`src/rtl/mb8_pkg.sv`:
```
// Shared widths, bus types and arbiter state encoding for the mb8 memory bus.
package mb8_pkg;

  localparam int ASZ = 17;
  localparam int DSZ = 8;

  typedef logic [ASZ-1:0] addr_t;
  typedef logic [DSZ-1:0] data_t;

  typedef enum logic {IDLE, OWN} arb_st_t;

endpackage

```
`src/rtl/rr_pick.sv`:
```
// Round-robin picker: returns the first set request strictly after `last`,
// wrapping, with `last` itself as the lowest-priority candidate.
module rr_pick #(
  parameter int NREQ = 4
) (
  input  logic [NREQ-1:0]         req,
  input  logic [$clog2(NREQ)-1:0] last,
  output logic                    any,
  output logic [$clog2(NREQ)-1:0] idx
);

  localparam int LW = $clog2(NREQ);

  // Walk from farthest to nearest so the nearest hit is the last write.
  always_comb begin
    logic [LW-1:0] j;
    any = 1'b0;
    idx = '0;
    j   = '0;
    for (int k = NREQ; k >= 1; k--) begin
      j = LW'((int'(last) + k) % NREQ);
      if (req[j]) begin
        any = 1'b1;
        idx = j;
      end
    end
  end

endmodule

```
`src/rtl/mb8_arbiter.sv`:
```
// Round-robin arbiter sharing one 8-bit SPRAM port among NREQ mb8 masters,
// with a per-burst cycle limit and a 1-deep read-valid return pipeline.
//
// state | meaning
// IDLE  | no owner, gnt is zero
// OWN   | master `last_q` owns the bus; gnt_q is its one-hot grant
module mb8_arbiter #(
  parameter int NREQ = 4,
  parameter int ASZ  = mb8_pkg::ASZ,
  parameter int DSZ  = mb8_pkg::DSZ,
  parameter int MAXB = 16
) (
  input  logic                clk,
  input  logic                rst,
  input  logic [NREQ-1:0]     req,
  input  logic [NREQ-1:0]     we,
  input  logic [NREQ*ASZ-1:0] ai,
  input  logic [NREQ*DSZ-1:0] vi,
  output logic [NREQ-1:0]     gnt,
  output logic [NREQ-1:0]     rvld,
  output logic [DSZ-1:0]      vo,
  output logic                mem_en,
  output logic                mem_we,
  output logic [ASZ-1:0]      mem_a,
  output logic [DSZ-1:0]      mem_vi,
  input  logic [DSZ-1:0]      mem_vo
);

  import mb8_pkg::*;

  localparam int LW = $clog2(NREQ);
  localparam int BW = (MAXB > 0) ? $clog2(MAXB + 1) : 1;

  arb_st_t         state_q, state_d;
  logic [NREQ-1:0] gnt_q, gnt_d;
  logic [NREQ-1:0] rvld_q, rvld_d;
  logic [LW-1:0]   last_q, last_d;
  logic [BW-1:0]   bcnt_q, bcnt_d;

  logic            pick_any;
  logic [LW-1:0]   pick_idx;
  logic            own, owner_req, access, burst_end;

  // Masking the current owner lets one picker serve both the idle grant
  // (gnt_q is zero) and the hand-over, where only competitors count.
  rr_pick #(.NREQ(NREQ)) u_pick (
    .req  (req & ~gnt_q),
    .last (last_q),
    .any  (pick_any),
    .idx  (pick_idx)
  );

  // The owner index is always last_q while in OWN.
  assign own       = (state_q == OWN);
  assign owner_req = req[last_q];
  assign access    = own & owner_req;
  assign burst_end = (MAXB != 0) && (int'(bcnt_q) == MAXB - 1);

  assign mem_en = access;
  assign mem_we = access & we[last_q];
  assign mem_a  = own ? ai[int'(last_q)*ASZ +: ASZ] : '0;
  assign mem_vi = own ? vi[int'(last_q)*DSZ +: DSZ] : '0;
  assign vo     = mem_vo;
  assign gnt    = gnt_q;
  assign rvld   = rvld_q;

  always_comb begin
    state_d = state_q;
    gnt_d   = gnt_q;
    last_d  = last_q;
    bcnt_d  = bcnt_q;
    rvld_d  = (access && !we[last_q]) ? gnt_q : '0;
    case (state_q)
      IDLE: begin
        if (pick_any) begin
          state_d          = OWN;
          gnt_d            = '0;
          gnt_d[pick_idx]  = 1'b1;
          last_d           = pick_idx;
          bcnt_d           = '0;
        end
      end
      OWN: begin
        if (!owner_req || (burst_end && pick_any)) begin
          if (pick_any) begin
            gnt_d           = '0;
            gnt_d[pick_idx] = 1'b1;
            last_d          = pick_idx;
            bcnt_d          = '0;
          end else begin
            state_d = IDLE;
            gnt_d   = '0;
          end
        end else if (int'(bcnt_q) < MAXB) begin
          bcnt_d = bcnt_q + 1'b1;
        end
      end
      default: state_d = IDLE;
    endcase
  end

  always_ff @(posedge clk or negedge rst) begin
    if (!rst) begin
      state_q <= IDLE;
      gnt_q   <= '0;
      rvld_q  <= '0;
      last_q  <= LW'(NREQ - 1);
      bcnt_q  <= '0;
    end else begin
      state_q <= state_d;
      gnt_q   <= gnt_d;
      rvld_q  <= rvld_d;
      last_q  <= last_d;
      bcnt_q  <= bcnt_d;
    end
  end

endmodule

```
`config.mk`:
```
export PLATFORM = sky130hd
export DESIGN_NAME = mb8_arbiter
export DESIGN_NICKNAME = d
export VERILOG_FILES = /design/src/rtl/mb8_pkg.sv /design/src/rtl/rr_pick.sv /design/src/rtl/mb8_arbiter.sv
export SDC_FILE = /design/constraint.sdc
export NUM_CORES = 1
export LEC_CHECK = 0
export CAP_MARGIN = 5
export CORE_ASPECT_RATIO = 1.5
export CORE_MARGIN = 2
export CORE_UTILIZATION = 34
export CTS_BUF_LIST = sky130_fd_sc_hd__clkbuf_4
export CTS_CLUSTER_SIZE = 25
export DETAILED_ROUTE_END_ITERATION = 8
export GPL_TIMING_DRIVEN = 0
export PLACE_DENSITY = 0.88
export RECOVER_POWER = 25
export SYNTH_ARGS = -nofsm -noshare
export SYNTH_HDL_FRONTEND = slang
export SYNTH_SLANG_ARGS = --single-unit
export TNS_END_PERCENT = 1
```
`constraint.sdc`:
```
create_clock -name clk -period 5.3 [get_ports clk]
set_clock_uncertainty 0.1 [all_clocks]
set_input_delay 0.795 -clock clk [delete_from_list [all_inputs] [get_ports clk]]
set_output_delay 0.795 -clock clk [all_outputs]
set_load 0.005 [all_outputs]
```
[After elaboration in Yosys (flattened, before gate mapping)]
Cells that the tools add are included.
Operators by class
  add/subtract/negate cells: 5
  $mul: 1
  divide/modulo/power cells: 0
  $lt $le $gt $ge: 8
  equal/unequal tests: 4
  shift operators: 2
  mux-type cells: 39
  bitwise gates (word level): 5
  reductions and logical operators: 7
Operators by type and width (number)
  68-bit by 8-bit variable part select with 17-bit output: 1
  32-bit by 6-bit variable part select with 8-bit output: 1
  2-bit by 3-bit < comparator with 1-bit output, second input constant: 6
  17-bit 2-to-1 mux: 1
  4-bit 2-to-1 mux: 4
  5-bit 2-to-1 mux: 3
  1-bit 2-to-1 mux: 13
  1-bit binary-select mux with 2-bit select: 6
  2-bit 2-to-1 mux: 6
  5-bit one-hot mux with 2 select lines: 1
  8-bit 2-to-1 mux: 1
  4-bit one-hot mux with 2 select lines: 1
  2-bit by 5-bit multiplier with 7-bit output, second input constant: 1
  5-bit by 1-bit adder with 5-bit output, second input constant: 1
  5-bit equality test, second input constant: 1
  5-bit < comparator, second input constant: 1
  2-bit by 1-bit adder with 2-bit output, second input constant: 2
  2-bit adder, second input constant: 2
  4-bit AND: 1
  4-bit inverter: 1
  2-bit one-hot mux with 2 select lines: 1
  1-bit logical AND: 3
  3-bit by 1-bit != test with 1-bit output, second input constant: 1
  1-bit AND: 2
  other kinds (9): 10
Storage, ports and cells
  bits in registers: 16
  latch bits: 0
  bits in writable memories: 0
  ROM bits: 0
  input bits: 118
  output and inout bits: 43
  memories: 0

[Logic depth before layout (Yosys ltp)]
Gate-level depths: netlist (run 1).
  word-level depth: 15
  gate-level depth with buffers: 8
  mapped depth without buffers: 8

[Hierarchy]
Synthesis (run 1) repeated with hierarchy kept, for this count alone.
Unflattened totals
  cell total of the unflattened synthesis: 153
  area total of the unflattened synthesis: 1729.2 um^2
By module, submodules not included
  mb8_arbiter: times used 1, cells each 139, area each 1637.8 um^2, seq. area each 402.9 um^2
  rr_pick: times used 1, cells each 14, area each 91.3 um^2, seq. area each 0.0 um^2

[Worst setup path after synthesis (run 1)]
No wires, ideal clock.
  kind: reg2out
  from: reg last_q[0]
  to: out mem_a[10]
  arrival: 1.619 ns
  data required time: 4.405 ns
  path slack: 2.786 ns
  stages on the path, launching flop included: 5
  path buffers: 2
  path through: dfstp_2 buf_2 buf_2 mux4_2 and2_1
Between the ends
  cells in the longest elaborated chain, start to end: 3
Ends and longest elaborated chain
  start, declared: RTL line mb8_arbiter.sv:37  | logic [LW-1:0] last_q, last_d;
  start signal, assigned: RTL line mb8_arbiter.sv:107  | last_q <= LW'(NREQ - 1);
  start signal, assigned: RTL line mb8_arbiter.sv:113  | last_q <= last_d;
  2-bit by 5-bit multiplier with 7-bit output: RTL line mb8_arbiter.sv:61  | assign mem_a = own ? ai[int'(last_q)*ASZ +: ASZ] : '0;
  68-bit by 8-bit variable part select with 17-bit output: RTL line mb8_arbiter.sv:61
  17-bit 2-to-1 mux: RTL line mb8_arbiter.sv:61
  end, declared: RTL line mb8_arbiter.sv:24  | output logic [ASZ-1:0] mem_a,
No other way between the ends.

[Worst setup path after layout (run 1)]
  from: in req[3]
  to: out mem_we
Between the ends
  cells in the longest elaborated chain, start to end: 4
Ends and longest elaborated chain
  start, declared: RTL line mb8_arbiter.sv:15  | input logic [NREQ-1:0] req,
  1-bit binary-select mux with 2-bit select: RTL line mb8_arbiter.sv:55  | assign owner_req = req[last_q];
  1-bit 2-to-1 mux (not written as such): RTL line mb8_arbiter.sv:55
  1-bit AND: RTL line mb8_arbiter.sv:56  | assign access = own & owner_req;
  1-bit AND: RTL line mb8_arbiter.sv:60  | assign mem_we = access & we[last_q];
  end, declared: RTL line mb8_arbiter.sv:23  | output logic mem_we,
No other way between the ends. The select of a mux whose other input is x is not followed.

==> results of run 1 <==
## path summary, 6_finish.rpt
kind / start / end
max: req[3] / mem_we
min: bcnt_q[3] / bcnt_q[3]
min reg2reg: bcnt_q[3] / bcnt_q[3]
max reg2reg: last_q[1] / rvld[1]
max in group asynchronous: rst / gnt[2]
min in group asynchronous: rst / bcnt_q[0]
## sequential cells by signal, summed over array words and instances (netlist names)
register  flops
rvld          4
own           1
last_q        2
bcnt_q        5
gnt           4
## routing by layer
metal	wire [µm]	part of all wire [%]
met5	0	0
met4	133	2.0
met2	3810	56
met3	549	8.1
met1	2280	34
## report_power, final
group	leakage, nW	total (mW)	switching, mW	internal [mW]
Combinational	1.08	1.03	0.385	0.648
Sequential	0.206	0.182	0.0219	0.160
Clock	0.0184	0.0703	0.0360	0.0343
## worst max-delay path, cell delays in order
cell	delay, ns
dlygate4sd3_1	0.60
mux2i_1	0.09
o22a_1	0.22
buf_6	0.15
nor2b_1	0.11
clkdlybuf4s50_1	0.52
## synth_stat cells, drive strengths merged, types with 2 or more instances
cell type,count
and2,29
mux4,26
buf,16
dfrtp,14
nor2,11
nand2,8
a21oi,5
clkbuf,5
nand2b,5
o21ai,5
nor2b,4
inv,3
o22ai,3
xnor2,3
dfstp,2
ha,2
mux2i,2
o32ai,2
## kinds of logic (layout without fill, tap and decap cells)
group / count (synthesis) / in the layout / synth area share, %
DFF: 16 / 16 / 23.2
muxes: 28 / 28 / 34.8
and+or+nand+nor: 64 / 64 / 21.1
AOI/OAI and AO/OA: 23 / 23 / 9.78
adders and majority gates: 2 / 2 / 1.44
xor gates and xnor gates: 3 / 3 / 1.51
buffers and inverters: 24 / 180 / 8.20
## cells in the final DEF (no fill, tap or decap), types with 3 or more instances in the layout
cell and count:
nor2_1 10, buf_2 5, dlygate4sd3_1 3, xnor2_1 3, and2_1 29, inv_1 3
o21ai_1 3, nand2_1 8, a21oi_1 5, clkbuf_1 4, clkbuf_4 4, nand2b_1 5
clkdlybuf4s50_1 149, nor2b_1 4, dfrtp_1 14, buf_4 10, mux4_2 26
## final cells by class
type	instances	area share, %
Buffer	21	3.89
Tap cell	66	2.45
Inverter	3	0.334
Clock buffer	4	0.890
Timing Repair Buffer	152	45.1
Multi-Input combinational cell	120	35.4
Sequential cell	16	11.9
==> results.toml, run 1 <==
[synthesis]
synth-seq-cells = 16
ys_warn_count = 0
synth_top_area_share_pct = 33.7
yosysTopAreaCell = "mux4_2"
syn-num-nets = 280
synthCells = 160
synth_enable_flop_cells = 0
synthTopCellsByArea = "mux4_2, dfrtp_1, and2_1, buf_4, dfstp_2"
async_flop_share_pct = 100
synth_cell_type_count = 39
syn_avg_cell_area_um2 = 10.9
syn_area_um2 = 1740
seq_area_frac_synth_pct = 23.2
synth_ff_type = "dfrtp_1"

[sta]
slew_headroom_pct = 52.4
setup_viol = 0
worst_pin_slew_ns = 0.711
timing.fmax_mhz = 295
period_minus_slack_ns = 3.39
whs_ns = 0.451
final_hold_viol_count = 0
min_period_over_period_pct = 63.9
rsz0062_at_grt = "false"
finalSetupTns_ns = 0
slew_viol_final = 0
layout_setup_ws_ns = 1.91

[worst_setup_path]
worstPathMaxFanout = 10
critPathLaunchType = "input pin"
path_class = "input pin to primary output"
worstPathArrival_ns = 2.49
end_kind = "primary output"
r2r_setup_slack_ns = 3.49
required_ns = 4.41
rr_worst_depth = 5

[grt]
grt_pass1_wl_um = 10600
grt_use_met1_pct = 24.3
grt_pass1_vias = 2005
antenna_found_initial = 0
grt_max_degree = 17
track_usage_pct = 23.9
grt_use_met3_pct = 5.58
grt_overflow = 0
grt_use_met2_pct = 47.4
grt.busiest_layer = "met2"

[finish]
multiInputGateArea_um2 = 1190
antennaDiodeCount = 0
drive_above_1_share_pct = 17.1
instances_no_fill = 382
fill_cells = 384
area_delta_synth_final_pct = 94.0
regArea_um2 = 403
design_area_um2 = 3370
final_util_pct = 69.0
num-nets-final = 437

[placed_design]
pre_cts_ws_ns = 1.98
port_buffers = 152
dpl-instance-area_um2 = 3340
dp_hpwl_um = 5890
dp.cells = 378
routabilityCongestion = 0.831

[power]
p_leak_nw = 1.30
power_mw = 1.29
peakVddDrop_mv = 0.169
p_per_area_nw_per_um2 = 381

[route]
dr.pass1.iters = 5
ant_nets = 0
wl_per_cell_um = 17.7
route.detailed.drc = 0
routed_wirelength_um = 6770
first_iter_violations = 73
vias = 1945
viasPerCell = 5.09

[floorplan]
fp.dieH_um = 91.6
row_count = 31
coreArea_um2 = 4890
die-area_um2 = 5720
io_pins = 161
start_util_pct = 35.6
die_w_um = 62.4

[clock_tree]
clockBufferDepth = 2
cts_buffers = 3
ctsResizeCount = 0
tritoncts = "built"
cts.sinks = 16
cts.htree.levels = 1
clkSlewWorstSetupHoldPaths_ns = 0.09
post_cts_buffers = 0
clk_latency_ns = 0.28
cts_root_buffer = "clkbuf_4"
hold_buffers = 0

[hold_path]
hold_path_class = "flop to flop"
whs_path_depth = 2

[run]
maxCapViolCount = 0

[outcome]
status = "complete, no violations"
(Power assumes the default switching activity.)
==> run 2: changes to the inputs <==
--- a/config.mk
+++ b/config.mk
@@ -8,12 +8,12 @@
 export CAP_MARGIN = 5
 export CORE_ASPECT_RATIO = 1.5
 export CORE_MARGIN = 2
-export CORE_UTILIZATION = 34
+export CORE_UTILIZATION = 29
 export CTS_BUF_LIST = sky130_fd_sc_hd__clkbuf_4
 export CTS_CLUSTER_SIZE = 25
 export DETAILED_ROUTE_END_ITERATION = 8
 export GPL_TIMING_DRIVEN = 0
-export PLACE_DENSITY = 0.88
+export PLACE_DENSITY = 0.8
 export RECOVER_POWER = 25
 export SYNTH_ARGS = -nofsm -noshare
 export SYNTH_HDL_FRONTEND = slang
==> constraint.sdc (replaced) <==
create_clock -name clk -period 2.7 [get_ports clk]
set_clock_uncertainty 0.1 [all_clocks]
set_input_delay 0.405 -clock clk [delete_from_list [all_inputs] [get_ports clk]]
set_output_delay 0.405 -clock clk [all_outputs]
set_load 0.005 [all_outputs]
==> results.toml, run 2 (same netlist as run 1, synthesis figures left out) <==
[floorplan]
die-area_um2 = 6650
start_util_pct = 30.1
io_pins = 161
fp.dieH_um = 98.8
coreArea_um2 = 5790
row_count = 34
die_w_um = 67.2

[clock_tree]
clkSlewWorstSetupHoldPaths_ns = 0.09
cts_root_buffer = "clkbuf_4"
hold_buffers = 0
cts.sinks = 16
tritoncts = "built"
clockBufferDepth = 2
clk_latency_ns = 0.29
cts.htree.levels = 1
cts_buffers = 3

[finish]
final_util_pct = 60.1
drive_above_1_share_pct = 17.4
layout_commonest_cell = "clkdlybuf4s50_1"
largest_reg_flops = 5
top_register = "bcnt_q"
area_delta_synth_final_pct = 99.8
num-nets-final = 437
design_area_um2 = 3470
antennaDiodeCount = 0
layout_common_cells = "clkdlybuf4s50_1, and2_1, mux4_2, dlymetal6s2s_1, dfrtp_1"

[run]
maxCapViolCount = 0

[sta]
rsz0062_at_grt = "true"
setup_viol = 3
period_minus_slack_ns = 2.73
slew_viol_final = 0
worst_pin_slew_ns = 0.689
layout_setup_ws_ns = -0.0317
timing.fmax_mhz = 366
finalSetupTns_ns = -0.0629
min_period_over_period_pct = 101
final_hold_viol_count = 0
slew_headroom_pct = 53.9

[grt]
track_usage_pct = 18.6
grt_overflow = 0
grt_max_degree = 17
grt_pass1_vias = 1947
antenna_found_initial = 0
grt_pass1_wl_um = 9590

[power]
p_leak_nw = 1.52
sequentialPowerShare_pct = 15.0
combPwrFrac_pct = 80.1
peakVddDrop_mv = 0.232
p_sw_share_pct = 34.7
p_sw_uw = 883
p_clk_share_pct = 4.9
p_per_area_nw_per_um2 = 733
p_int_mw = 1.66

[placed_design]
dpl-instance-area_um2 = 3350
port_buffers = 152
routabilityCongestion = 0.808
dp_hpwl_um = 5470

[route]
first_iter_violations = 41
vias = 1911
m1WireLength_um = 2060
dr_wl_met3_um = 702
viasPerCell = 4.93
wl_per_cell_um = 16.7
dr_wl_met2_um = 3520
routed_wirelength_um = 6480
routed.top_layer = "met4"
ant_nets = 0
route.detailed.drc = 0
dr.pass1.iters = 4

[worst_setup_path]
critPathLaunchType = "flop"
worstPathArrival_ns = 2.23
rr_worst_depth = 6
crit_slowest_cell = "dfstp_2"
path_class = "flop to primary output"
worstPathMaxFanout = 4
cpPeakStageDelay_ns = 0.65
end_kind = "primary output"
required_ns = 2.19
r2r_setup_slack_ns = 0.78
crit_chain = "buf_4 -> mux4_2 -> nor2b_1 -> clkdlybuf4s50_1"
r2r_end = "gnt[0]"
regToRegStartpoint = "last_q[0]"

[outcome]
status = "finished, violations left"
failed_checks = "negative setup slack"

[hold_path]
hold_path.startpoint = "bcnt_q[3]"
whs_path_depth = 2
hold_path_class = "flop to flop"
holdPathEnd = "bcnt_q[3]"
[run 2: cell types whose count changed in the layout (fill, tap and decap cells not counted)]
cell             previous run  this run
clkbuf_4                    4         3
clkbuf_1                    4         2
dlymetal6s2s_1              0        20
buf_2                       5         2
clkinv_1                    0         1
dlygate4sd3_1               3         2
buf_12                      0         3
clkbuf_2                    1         3
clkdlybuf4s50_1           149       130
[run 2: final cells by class]
cell class	instances	area [µm²]
buffer	20	171
timing repair buffer	153	1580
multi-input combinational	120	1190
tap	72	90.1
inverter	3	11.3
fill	498	2310
clock buffer	3	22.5
sequential	16	403
clock inverter	1	3.75
[run 2: what timing repair did]
action                                  in CTS  in global routing
endpoints found under the setup margin      25                 26
resized for setup                            9                 24
setup buffers                                1                  0
[run 2: worst max path at each step]
stage,from,end,slack [ns],depth (start not counted)
finish,last_q[0],mem_we,-0.03,4
global route,last_q[0],mem_we,-0.11,4
CTS,last_q[0],mem_vi[0],-0.06,4
detailed placement,last_q[0],mem_vi[0],-0.03,5
global placement,last_q[0],mem_a[13],0.001,5
floorplan,last_q[0],mem_a[10],0.58,4
[run 2: per-layer routing]
layer / GRT usage, % / vias up
met2: 35.3 / 94
met5: 0 / -
met3: 5.48 / 14
li1: - / 900
met1: 18.1 / 903
met4: 6.75 / 0
[run 2: worst max-delay path, delay by kind of cell, from the launching register on]
kind	cells	cell delay, ns
buf+inv	2	0.62
mux	1	0.53
simple gates	1	0.15
flops	1	0.65
[run 2: through the flow]
step	std cells	setup slack [ns]	hold WS [ns]	total power [mW]
final	388	-0.0317	0.451	2.55
after global placement	384	0.00118	0.423	2.37
after detailed placement	384	-0.0279	0.433	2.40
after global routing	388	-0.111	0.471	2.74
after CTS	388	-0.0579	0.443	2.59
after floorplan	160	0.576	0.00941	1.50
[run 2: power groups by stage]
stage / clock [mW] / sequential [mW] / combinational (mW)
after floorplan: 0 / 0.354 / 1.15
after global placement: 0 / 0.363 / 2.00
after detailed placement: 0 / 0.365 / 2.04
after CTS: 0.129 / 0.379 / 2.08
after global routing: 0.142 / 0.391 / 2.21
final: 0.125 / 0.381 / 2.04
==> run 3: changes to the inputs <==
--- a/config.mk
+++ b/config.mk
@@ -10,10 +10,9 @@
 export CORE_MARGIN = 2
 export CORE_UTILIZATION = 29
 export CTS_BUF_LIST = sky130_fd_sc_hd__clkbuf_4
-export CTS_CLUSTER_SIZE = 25
 export DETAILED_ROUTE_END_ITERATION = 8
 export GPL_TIMING_DRIVEN = 0
-export PLACE_DENSITY = 0.8
+export PLACE_DENSITY_LB_ADDON = 0.15
 export RECOVER_POWER = 25
 export SYNTH_ARGS = -nofsm -noshare
 export SYNTH_HDL_FRONTEND = slang
==> results.toml, run 3 (same netlist as run 1, synthesis figures left out) <==
[outcome]
status = "complete, no violations"

[clock_tree]
cts.sinks = 16
cts.htree.levels = 1
cts_root_buffer = "clkbuf_4"
clk_latency_ns = 0.29
hold_buffers = 0
clkSlewWorstSetupHoldPaths_ns = 0.08
cts_buffers = 3
tritoncts = "built"
clockBufferDepth = 2

[floorplan]
row_count = 34
start_util_pct = 30.1
coreArea_um2 = 5790
fp.dieH_um = 98.8
die-area_um2 = 6650
io_pins = 161
die_w_um = 67.2

[power]
sequentialPowerShare_pct = 14.5
p_sw_share_pct = 35.0
p_int_mw = 1.69
p_sw_uw = 908
peakVddDrop_mv = 0.521
p_leak_nw = 1.50
p_clk_share_pct = 5.5
power_mw = 2.60
combPwrFrac_pct = 80.0
p_per_area_nw_per_um2 = 741

[worst_setup_path]
worstPathArrival_ns = 2.11
path_class = "flop to primary output"
crit_slowest_cell = "dfstp_2"
worstPathMaxFanout = 6
critPathLaunchType = "flop"
end_kind = "primary output"
crit_chain = "buf_12 -> buf_8 -> mux4_2 -> and2_1 -> dlygate4sd2_1"
cpPeakStageDelay_ns = 0.65
required_ns = 2.19

[grt]
grt_max_degree = 17
grt_overflow = 0
grt_pass1_vias = 1961
grt_pass1_wl_um = 9960
track_usage_pct = 19.9
antenna_found_initial = 0

[placed_design]
dp_hpwl_um = 5750
routabilityCongestion = 0.776
port_buffers = 152
dp.cells = 384
pre_cts_ws_ns = -0.0472

[sta]
slew_headroom_pct = 52.2
timing.fmax_mhz = 383
layout_setup_ws_ns = 0.0887
setup_viol = 0
min_period_over_period_pct = 96.7
worst_pin_slew_ns = 0.715
slew_viol_final = 0
final_hold_viol_count = 0
period_minus_slack_ns = 2.61

[finish]
multiInputGateArea_um2 = 1200
instances_no_fill = 395
num-nets-final = 444
layout_commonest_cell = "clkdlybuf4s50_1"
drive_above_1_share_pct = 19.8
regArea_um2 = 403
antennaDiodeCount = 0
largest_reg_flops = 5
final_util_pct = 60.6
fill_cells = 528
area_delta_synth_final_pct = 101
top_register = "bcnt_q"
layout_common_cells = "clkdlybuf4s50_1, and2_1, mux4_2, buf_4, dlygate4sd2_1"

[route]
routed_wirelength_um = 6860
ant_nets = 0
dr.pass1.iters = 4
route.detailed.drc = 0
vias = 1894
viasPerCell = 4.79
wl_per_cell_um = 17.4
first_iter_violations = 33

[run]
maxCapViolCount = 0

[hold_path]
hold_path_class = "flop to flop"
-- run 3: final timing paths --
| check | startpoint | to | slack (ns) | cells after the start |
|---|---|---|---|---|
| min reg2reg | gnt[0] | rvld[0] | 0.44 | 1 |
| max | last_q[0] | mem_a[9] | 0.09 | 5 |
| max in group asynchronous | rst | rvld[0] | 1.54 | 1 |
| max reg2reg | last_q[0] | gnt[0] | 0.83 | 6 |
| min | gnt[0] | rvld[0] | 0.44 | 1 |
| min in group asynchronous | rst | gnt[1] | 0.50 | 1 |
-- run 3: power by group through the flow --
stage	clock [mW]	sequential, mW	combinational, mW
after global routing	0.152	0.387	2.28
after detailed placement	0	0.359	2.07
after floorplan	0	0.354	1.15
after global placement	0	0.358	2.06
after CTS	0.145	0.377	2.04
final	0.142	0.377	2.08
-- run 3: what timing repair did --
| action | 4_1_cts | 5_1_grt |
|---|---|---|
| gates resized for setup | 27 | 18 |
| setup buffers | 1 | 7 |
| pin swaps | 0 | 0 |
| setup endpoints to repair | 26 | 11 |
-- run 3: area by class of cell --
class | count | share of cell area (%)
multi-input cells | 120 | 34.1
plain buffers | 20 | 4.89
inverters | 3 | 0.321
flip-flops and latches | 16 | 11.5
repair buffers | 160 | 45.7
well taps | 72 | 2.57
clock buffers | 4 | 0.857
-- run 3: through the flow --
step | TNS [ns] | hold slack (ns) | cell area [µm²]
after floorplan | 0 | 0.00941 | 1740
after global placement | -0.0492 | 0.417 | 3350
after detailed placement | -0.186 | 0.413 | 3350
after CTS | -0.447 | 0.439 | 3400
after global routing | -0.000427 | 0.466 | 3500
final | 0 | 0.436 | 3500
-- run 3: layer usage --
| metal | wire (µm) | GRT usage (%) |
|---|---|---|
| met5 | 0 | 0 |
| met4 | 85 | 4.08 |
| met3 | 911 | 6.96 |
| met2 | 3570 | 37.1 |
| met1 | 2290 | 20.8 |
-- run 3: critical path: cells and delay by family (launching register included) --
kind | cells | cell delay [ns]
simple gates | 1 | 0.16
mux | 1 | 0.48
buf+inv | 3 | 0.54
flops | 1 | 0.65
